==> src/rtl/selecionar_ativo_if.sv <==
// selecionar_ativo_if: request/response and classifier/slot signals of the active-node selector.
// master = controller/environment side, slave = selecionar_ativo.
interface selecionar_ativo_if #(
    parameter int NUM_NA         = 8,
    parameter int ADDR_WIDTH     = 8,
    parameter int CRITERIO_WIDTH = 5
);
    localparam int IDX_WIDTH = (NUM_NA > 1) ? $clog2(NUM_NA) : 1;

    logic                             sa_iniciar_in;
    logic                             ca_pronto_in;
    logic [CRITERIO_WIDTH-1:0]        ca_criterio_geral_in;
    logic [NUM_NA-1:0]                na_ativo_in;
    logic [NUM_NA*CRITERIO_WIDTH-1:0] na_criterio_in;
    logic [NUM_NA*ADDR_WIDTH-1:0]     na_endereco_in;

    logic                             sa_atualizar_o;
    logic                             sa_ocupado_o;
    logic                             sa_pronto_o;
    logic                             sa_valido_o;
    logic [IDX_WIDTH-1:0]             sa_indice_o;
    logic [ADDR_WIDTH-1:0]            sa_endereco_o;
    logic [CRITERIO_WIDTH-1:0]        sa_criterio_o;

    modport master (
        output sa_iniciar_in, ca_pronto_in, ca_criterio_geral_in,
               na_ativo_in, na_criterio_in, na_endereco_in,
        input  sa_atualizar_o, sa_ocupado_o, sa_pronto_o, sa_valido_o,
               sa_indice_o, sa_endereco_o, sa_criterio_o
    );

    modport slave (
        input  sa_iniciar_in, ca_pronto_in, ca_criterio_geral_in,
               na_ativo_in, na_criterio_in, na_endereco_in,
        output sa_atualizar_o, sa_ocupado_o, sa_pronto_o, sa_valido_o,
               sa_indice_o, sa_endereco_o, sa_criterio_o
    );
endinterface

==> src/rtl/selecionar_ativo.sv <==
// selecionar_ativo: pulses the classifier update, waits for its minimum, then scans the
// slots once and returns the lowest-index active slot whose criterion equals that minimum.
module selecionar_ativo #(
    parameter int NUM_NA         = 8,
    parameter int ADDR_WIDTH     = 8,
    parameter int CRITERIO_WIDTH = 5
) (
    input logic               clk,
    input logic               rst_n,
    selecionar_ativo_if.slave bus
);
    localparam int IDX_WIDTH = (NUM_NA > 1) ? $clog2(NUM_NA) : 1;
    localparam logic [IDX_WIDTH-1:0] ULTIMO = IDX_WIDTH'(NUM_NA - 1);

    typedef enum logic [2:0] {
        IDLE,
        ATUALIZAR,
        ESPERA,
        VARRER,
        PRONTO
    } estado_t;

    estado_t                   estado, estado_prox;
    logic [IDX_WIDTH-1:0]      idx, idx_prox;
    logic [CRITERIO_WIDTH-1:0] alvo, alvo_prox;

    logic                      atualizar, atualizar_prox;
    logic                      ocupado, ocupado_prox;
    logic                      pronto, pronto_prox;
    logic                      valido, valido_prox;
    logic [IDX_WIDTH-1:0]      indice, indice_prox;
    logic [ADDR_WIDTH-1:0]     endereco, endereco_prox;
    logic [CRITERIO_WIDTH-1:0] criterio, criterio_prox;

    logic [CRITERIO_WIDTH-1:0] slot_criterio;
    logic [ADDR_WIDTH-1:0]     slot_endereco;
    logic                      acerto;

    // Fields of the slot currently under test and its match flag
    always_comb begin
        slot_criterio = bus.na_criterio_in[int'(idx)*CRITERIO_WIDTH +: CRITERIO_WIDTH];
        slot_endereco = bus.na_endereco_in[int'(idx)*ADDR_WIDTH +: ADDR_WIDTH];
        acerto        = bus.na_ativo_in[idx] && (slot_criterio == alvo);
    end

    // State register
    always_ff @(posedge clk or negedge rst_n) begin
        if (!rst_n) begin
            estado <= IDLE;
        end else begin
            estado <= estado_prox;
        end
    end

    // Next state, scan datapath and next values of the registered outputs.
    // Outputs are computed from the next state so they appear in the same cycle as that state.
    always_comb begin
        estado_prox    = estado;
        idx_prox       = idx;
        alvo_prox      = alvo;
        atualizar_prox = 1'b0;
        pronto_prox    = 1'b0;
        valido_prox    = valido;
        indice_prox    = indice;
        endereco_prox  = endereco;
        criterio_prox  = criterio;

        case (estado)
            IDLE: begin
                if (bus.sa_iniciar_in) begin
                    estado_prox    = ATUALIZAR;
                    atualizar_prox = 1'b1;
                end
            end
            ATUALIZAR: begin
                estado_prox = ESPERA;
            end
            ESPERA: begin
                if (bus.ca_pronto_in) begin
                    alvo_prox   = bus.ca_criterio_geral_in;
                    idx_prox    = '0;
                    estado_prox = VARRER;
                end
            end
            VARRER: begin
                if (acerto) begin
                    valido_prox   = 1'b1;
                    indice_prox   = idx;
                    endereco_prox = slot_endereco;
                    criterio_prox = slot_criterio;
                    pronto_prox   = 1'b1;
                    estado_prox   = PRONTO;
                end else if (idx == ULTIMO) begin
                    valido_prox = 1'b0;
                    pronto_prox = 1'b1;
                    estado_prox = PRONTO;
                end else begin
                    idx_prox = idx + 1'b1;
                end
            end
            PRONTO: begin
                estado_prox = IDLE;
            end
            default: begin
                estado_prox = IDLE;
            end
        endcase

        ocupado_prox = (estado_prox != IDLE);
    end

    // Scan registers and registered outputs
    always_ff @(posedge clk or negedge rst_n) begin
        if (!rst_n) begin
            idx       <= '0;
            alvo      <= '1;
            atualizar <= 1'b0;
            ocupado   <= 1'b0;
            pronto    <= 1'b0;
            valido    <= 1'b0;
            indice    <= '0;
            endereco  <= '0;
            criterio  <= '1;
        end else begin
            idx       <= idx_prox;
            alvo      <= alvo_prox;
            atualizar <= atualizar_prox;
            ocupado   <= ocupado_prox;
            pronto    <= pronto_prox;
            valido    <= valido_prox;
            indice    <= indice_prox;
            endereco  <= endereco_prox;
            criterio  <= criterio_prox;
        end
    end

    assign bus.sa_atualizar_o = atualizar;
    assign bus.sa_ocupado_o   = ocupado;
    assign bus.sa_pronto_o    = pronto;
    assign bus.sa_valido_o    = valido;
    assign bus.sa_indice_o    = indice;
    assign bus.sa_endereco_o  = endereco;
    assign bus.sa_criterio_o  = criterio;
endmodule
==> src/flat_wrapper.sv <==
// flat-port wrapper written by rule: the top's interface ports become plain ports
module selecionar_ativo_flat 
#(
    parameter int NUM_NA         = 8,
    parameter int ADDR_WIDTH     = 8,
    parameter int CRITERIO_WIDTH = 5
)
  (clk, rst_n, bus_sa_iniciar_in, bus_ca_pronto_in, bus_ca_criterio_geral_in, bus_na_ativo_in, bus_na_criterio_in, bus_na_endereco_in, bus_sa_atualizar_o, bus_sa_ocupado_o, bus_sa_pronto_o, bus_sa_valido_o, bus_sa_indice_o, bus_sa_endereco_o, bus_sa_criterio_o);
  selecionar_ativo_if #(.NUM_NA(NUM_NA), .ADDR_WIDTH(ADDR_WIDTH), .CRITERIO_WIDTH(CRITERIO_WIDTH)) bus_i ();
  input logic clk;
  input logic rst_n;
  input wire logic [$bits(bus_i.sa_iniciar_in)-1:0] bus_sa_iniciar_in;
  input wire logic [$bits(bus_i.ca_pronto_in)-1:0] bus_ca_pronto_in;
  input wire logic [$bits(bus_i.ca_criterio_geral_in)-1:0] bus_ca_criterio_geral_in;
  input wire logic [$bits(bus_i.na_ativo_in)-1:0] bus_na_ativo_in;
  input wire logic [$bits(bus_i.na_criterio_in)-1:0] bus_na_criterio_in;
  input wire logic [$bits(bus_i.na_endereco_in)-1:0] bus_na_endereco_in;
  output wire logic [$bits(bus_i.sa_atualizar_o)-1:0] bus_sa_atualizar_o;
  output wire logic [$bits(bus_i.sa_ocupado_o)-1:0] bus_sa_ocupado_o;
  output wire logic [$bits(bus_i.sa_pronto_o)-1:0] bus_sa_pronto_o;
  output wire logic [$bits(bus_i.sa_valido_o)-1:0] bus_sa_valido_o;
  output wire logic [$bits(bus_i.sa_indice_o)-1:0] bus_sa_indice_o;
  output wire logic [$bits(bus_i.sa_endereco_o)-1:0] bus_sa_endereco_o;
  output wire logic [$bits(bus_i.sa_criterio_o)-1:0] bus_sa_criterio_o;
  assign bus_i.sa_iniciar_in = bus_sa_iniciar_in;
  assign bus_i.ca_pronto_in = bus_ca_pronto_in;
  assign bus_i.ca_criterio_geral_in = bus_ca_criterio_geral_in;
  assign bus_i.na_ativo_in = bus_na_ativo_in;
  assign bus_i.na_criterio_in = bus_na_criterio_in;
  assign bus_i.na_endereco_in = bus_na_endereco_in;
  assign bus_sa_atualizar_o = bus_i.sa_atualizar_o;
  assign bus_sa_ocupado_o = bus_i.sa_ocupado_o;
  assign bus_sa_pronto_o = bus_i.sa_pronto_o;
  assign bus_sa_valido_o = bus_i.sa_valido_o;
  assign bus_sa_indice_o = bus_i.sa_indice_o;
  assign bus_sa_endereco_o = bus_i.sa_endereco_o;
  assign bus_sa_criterio_o = bus_i.sa_criterio_o;
  selecionar_ativo #(.NUM_NA(NUM_NA), .ADDR_WIDTH(ADDR_WIDTH), .CRITERIO_WIDTH(CRITERIO_WIDTH)) u_core (.clk(clk), .rst_n(rst_n), .bus(bus_i));
endmodule
==> config.mk <==
export PLATFORM = sky130hd
export DESIGN_NAME = selecionar_ativo_flat
export DESIGN_NICKNAME = d
export VERILOG_FILES = /design/src/rtl/selecionar_ativo_if.sv /design/src/rtl/selecionar_ativo.sv /design/src/flat_wrapper.sv
export SDC_FILE = /design/constraint.sdc
export NUM_CORES = 1
export LEC_CHECK = 0
export CAP_MARGIN = 20
export CORE_MARGIN = 4
export CORE_UTILIZATION = 34
export DETAILED_ROUTE_END_ITERATION = 16
export PLACE_DENSITY_LB_ADDON = 0.25
export SLEW_MARGIN = 20
export SYNTH_ARGS = -nofsm -noshare
export SYNTH_HDL_FRONTEND = slang
export SYNTH_SLANG_ARGS = --single-unit
==> constraint.sdc <==
create_clock -name clk -period 2.7 [get_ports clk]
set_clock_uncertainty 0.1 [all_clocks]
set_input_delay 0.405 -clock clk [delete_from_list [all_inputs] [get_ports clk]]
set_output_delay 0.405 -clock clk [all_outputs]
set_load 0.02 [all_outputs]
# == Yosys cells after proc, flatten, opt, wreduce, memory -nomap -nowiden ==
# Cells that the tools add are included.
# word_totals
inputBits,121
out_inout_bits,20
register_bits,31
# op_classes
shift,2
n_reduce_logical,9
mux,18
addsub,1
n_lt_le_gt_ge,1
n_mul,1
eq_ne,8
# ops
operator,n
indexed part select 64 x 7 -> 8 bit,1
indexed part select 40 x 32 -> 5 bit,1
2-to-1 mux 3 bit,7
case mux 3 bit (4 select lines),1
2-to-1 mux 1 bit,8
"== test 3 x 2 -> 1 bit, second input constant",2
"multiplier 3 x 3 -> 6 bit, second input constant",1
"!= test 2 bit, second input constant",3
case mux 3 bit (2 select lines),1
AND reduction 2 bit,3
== test 5 bit,1
"< comparator 3 x 4 -> 1 bit, second input constant",1
AND reduction 4 bit,1
nonzero test 2 bit,2
"adder 3 x 1 -> 3 bit, second input constant",1
binary-select mux 1 bit (select 3 bit),1
"== test 3 x 1 -> 1 bit, second input constant",1
"== test 3 bit, second input constant",1
zero test 3 bit,1
nonzero test 3 bit,1
logical AND 1 bit,1

# == Depth between registers and ports, before layout ==
# logic_depth
word_depth,7
ltp_mapped,9
depth_no_buf,6

# == Worst setup path after synthesis ==
# No wires, ideal clock.
# synth_path
kind,register to register
from,register u_core.idx[0]
to,"register u_core.endereco[4], in the netlist u_core.bus.sa_endereco_o[4]"
period_less_slack_ps,2521
path_stages_with_launch,10
t_arrival_ps,2296
slack_ps,179
n_path_buf,3
path_cell_list,dfrtp_1 buf_6 buf_6 mux2_4 o22ai_1 nor3_1 nor4b_4 nand4_4 buf_6 mux2_4
# synth_via
elab_chain_len,5
word_cells_on_any_way,8
classes_between,1 x mul; 1 x eq/ne; 2 x shift; 2 x mux; 2 x reduce/logical
# synth_rtl
element,line_no,text
from (decl),selecionar_ativo.sv:24,"logic [IDX_WIDTH-1:0] idx, idx_prox;"
from (signal assigned),selecionar_ativo.sv:125,idx <= idx_prox;
multiplier 3 x 3 -> 6 bit,selecionar_ativo.sv:41,slot_criterio = bus.na_criterio_in[int'(idx)*CRITERIO_WIDTH +: CRITERIO_WIDTH];
indexed part select 40 x 32 -> 5 bit,selecionar_ativo.sv:41,
== test 5 bit,selecionar_ativo.sv:43,acerto = bus.na_ativo_in[idx] && (slot_criterio == alvo);
logical AND 1 bit,selecionar_ativo.sv:43,
AND reduction 2 bit (no line),-,
to (signal assigned),selecionar_ativo.sv:132,endereco <= endereco_prox;
to (decl),selecionar_ativo.sv:32,"logic [ADDR_WIDTH-1:0] endereco, endereco_prox;"
# Parallel ways exist; a longest one is shown, timed or not. The select of a mux whose other input is x is not followed.
# A chain may end at the register's enable or synchronous reset.

# == Worst setup path after layout ==
# layout_path
from,register u_core.idx[0]
to,register u_core.idx[1]
# layout_via
elab_chain_len,6
word_cells_on_any_way,14
classes_between,1 x add/sub; 1 x mul; 4 x eq/ne; 1 x shift; 5 x mux; 2 x reduce/logical
# layout_rtl
element,line_no
multiplier 3 x 3 -> 6 bit,selecionar_ativo.sv:41
indexed part select 40 x 32 -> 5 bit,selecionar_ativo.sv:41
== test 5 bit,selecionar_ativo.sv:43
logical AND 1 bit,selecionar_ativo.sv:43
!= test 2 bit (no line),-
AND reduction 4 bit (no line),-
# Parallel ways exist; a longest one is shown, timed or not. The select of a mux whose other input is x is not followed.

==> metrics.md <==
| Metric | Value |
|---|---|
| Outcome | finished clean |
| Startpoint type of the worst setup path | flop |
| CTS tree | done |
| Fin cells | about 400 |
| CTS resizes | 0 |
| Worst slew pin tran | 0.495 ns |
| Most used routing layer | met2 |
| DP Wirelength | about 6100 um |
| Synth Area per Inst | 13.8 sq um |
| H-tree Lvls | 2 |
| Initial antenna violation count | 0 |
| Cells after Synth | 165 |
| Slew Viols, Final | 0 |
| Post-synth EDFFs | 0 |
| DRT Pass-1 Iters | 4 |
| Die Y | 89.8 um |
| GRT overflow | 0 |
| Crit Path Category | reg2reg |
| Worst min path class | reg2reg |
| CTS hold repair buffers | 0 |
| Layout cells sized above 1 | 0.330 |
| Register-to-Register Path Depth | 7 |
| Routed vias/inst | 5.08 |
| CP max-delay cell | mux4_2 |
| Relative slew slack | 0.666 |
| Synth area leaders | dfrtp_1 23%, mux4_2 20%, mux2_2 14% |
| Total Routed Length | 7180 um |
| Final core utilization | 0.624 |
| Fmax achieved | 390 MHz |
| Synth Register Bits | 31 |
| Largest net degree at the start of global routing | 32 |
| First-pass GRT wire length | 11500 um |
| Vias | 2021 |
| Top_reg_cell synth | dfrtp_1 |
| Gr usage total | 0.180 |
| GR Util met1 | 0.204 |
| Starting DRC count in detailed routing | 53 |
| Num Clock Sinks | 31 |
| Worst R2R Setup Slack | 0.13 ns |
| Hold_sp | u_core.bus.sa_criterio_o[3]$_DFFE_PN1N_ |
| Final hold vios | 0 |
| Die X | 89.8 um |
| Root buf cell | clkbuf_8 |
| Core Area | approximately 0.0064 sq mm |
| Synthesized area | 0.00228 sq mm |
| Wire per inst | 18.0 um |
| Total CTS buffers | 5 |
| Clock Tree Buf Depth | 2 |
| Port buffer count | 140 |
| Clock-pin slew on the worst setup and hold paths | 0.06 ns |
| P&R area growth vs syn | 76.1% |
| Die ar. | 0.00807 sq mm |
| RD Place Congestion | approximately 0.8 |
| Min-Delay Endpoint | u_core.bus.sa_criterio_o[3]$_DFFE_PN1N_ |
| Worst path required time | 2.77 ns |
| Io pins | around 140 |
| Initial core utilization | 0.354 |
| Final #Nets | 443 |
| Synth area leader | dfrtp_1 |
| N_diodes | 0 |
| Distinct cells, synth | 35 |
| Vias in the first global route | 2245 |
| Worst IR Drop VDD | 388 uV |
| Max FO, Critical Path | 10 |
| PwrDens | about 940 mW/mm^2 |
| Met3 Track Usage GR | 0.0701 |
| Crit path DAT | 2.64 ns |
| Placed cell count | 390 |
| Final min period | 2.57 ns |
| Antenna-violating nets left | 0 |
| Clk_lat worst skew | 0.28 ns |
| Synth async-reset ratio | 1.00 |
| Leakage | 0.00161 uW |
| Critical path cell sequence | buf_12 -> mux4_2 -> mux2i_4 -> xnor2_1 -> nor4_4 -> a311oi_4 -> mux2_2 |
| Synth warnings | 0 |
| WHS Path Cells | 2 |
| Sequential-to-total area share from yosys stat | 0.346 |
| Reg2reg start | u_core.idx[0]$_DFFE_PN0P_ |
| Final worst path period share | 0.951 |
| Worst Path Buf+Inv | 1 |
| Unrepaired setup endpoints after global routing | no |
| Drc violations | 0 |
| Delay of the slowest critical-path stage | ~0.53 ns |
| Top delay family on crit path | multiplexers |
| Setup violations, final | 0 |
| Number of core rows | 29 |
| Share of the synthesized area in the top cell type | 0.231 |
| Critical R2R Capture | u_core.idx[1]$_DFFE_PN0P_ |
| Post-CTS Setup Inserts | 0 |
| Fill count | just over 500 |
| Max-cap violations | 0 |
| CP endpoint kind | flop |
| Met2 global-route usage | 0.316 |
| Mapped Nets | 288 |
| WP depth | 7 |
-- worst register-to-register path, stage by stage, from the launching register on --
cell and delay (ns):
dfrtp_2 0.41, buf_12 0.16, mux4_2 0.54, mux2i_4 0.18, xnor2_1 0.19, nor4_4 0.09
a311oi_4 0.41, mux2_2 0.38
-- where the power goes --
group,total [uW],switching (uW),internal (uW)
Combinational,2550,1090,1450
Sequential,867,155,712
Clock,345,165,180
Total,3760,1410,2350
-- metrics by stage --
stage                     setup WS (ns)  TNS, ns  power [uW]  area [sq um]  hold slack [ns]
after floorplan                   0.179        0        2460          2280          0.00941
after global placement           -0.123    -1.15        3320          3880            0.364
after detailed placement         -0.187    -2.03        3360          3880            0.366
after CTS                        0.0259        0        3720          3960            0.376
after global routing           0.000874        0        4010          4010            0.410
final                             0.133        0        3760          4010            0.372
-- registers in the layout, indices dropped and copies added, names as in the netlist --
register	count
u_core.bus.sa_pronto_o	1
u_core.bus.sa_indice_o	3
u_core.idx	3
u_core.bus.sa_atualizar_o	1
u_core.estado	3
u_core.bus.sa_valido_o	1
u_core.bus.sa_endereco_o	8
u_core.bus.sa_criterio_o	5
u_core.alvo	5
u_core.bus.sa_ocupado_o	1
-- placed cells by master (no fill, tap or decap), drive strengths merged, types with 3 or more instances in the layout --
cell           synthesis  layout
nand2b                 3       3
dfstp                 10      10
mux4                  20      20
buf                    8      19
nor3                   4       4
o22ai                  7       7
nand2                  5       5
o21a                   3       3
mux2i                  5       5
dfrtp                 21      21
nor2b                  4       4
nor2                   9       9
clkbuf                 3       7
clkdlybuf4s50          0     140
mux2                  43      43
-- worst max path at each step --
stage	startpoint	slack [ns]	end
2_1_floorplan	u_core.idx[0]$_DFFE_PN0P_	0.18	u_core.bus.sa_endereco_o[4]$_DFFE_PN0N_
3_3_place_gp	bus_na_criterio_in[3]	-0.12	u_core.idx[1]$_DFFE_PN0P_
3_5_place_dp	bus_na_criterio_in[13]	-0.19	u_core.idx[1]$_DFFE_PN0P_
4_1_cts	u_core.idx[0]$_DFFE_PN0P_	0.03	u_core.estado[0]$_DFF_PN0_
5_1_grt	u_core.idx[0]$_DFFE_PN0P_	0.0009	u_core.estado[0]$_DFF_PN0_
6_report	u_core.idx[0]$_DFFE_PN0P_	0.13	u_core.idx[1]$_DFFE_PN0P_
-- cell type report --
cell class	count	area, sq um	area share
Clock buffer	7	76.3	0.0190
Clock inverter	1	5.00	0.00125
Inverter	2	7.51	0.00187
Multi-Input combinational cell	121	1450	0.362
Sequential cell	31	790	0.197
Tap cell	77	96.3	0.0240
Timing Repair Buffer	159	1580	0.395
-- logic make-up after synthesis --
logic type      share of synthesized area
buf+inv                            0.0363
mux                                 0.449
xor+xnor                          0.00770
fa+ha+maj                          0.0110
compound gates                     0.0500
flops                               0.346
simple gates                       0.0995
-- layer usage --
metal | share of wire | vias to the layer above
li1 | - | 952
met1 | 0.38 | 957
met2 | 0.51 | 100
met3 | 0.093 | 12
met4 | 0.021 | 0
met5 | 0 | -
-- Yosys cell counts, drive strengths merged, types with 2 or more instances --
| library cell | n |
|---|---|
| mux2 | 43 |
| dfrtp | 21 |
| mux4 | 20 |
| dfstp | 10 |
| nor2 | 9 |
| buf | 8 |
| o22ai | 7 |
| mux2i | 5 |
| nand2 | 5 |
| nor2b | 4 |
| nor3 | 4 |
| clkbuf | 3 |
| nand2b | 3 |
| o21a | 3 |
| a211oi | 2 |
| ha | 2 |
| inv | 2 |
| nor4b | 2 |
| or2 | 2 |
| or3 | 2 |
(Power assumes the default switching activity.)
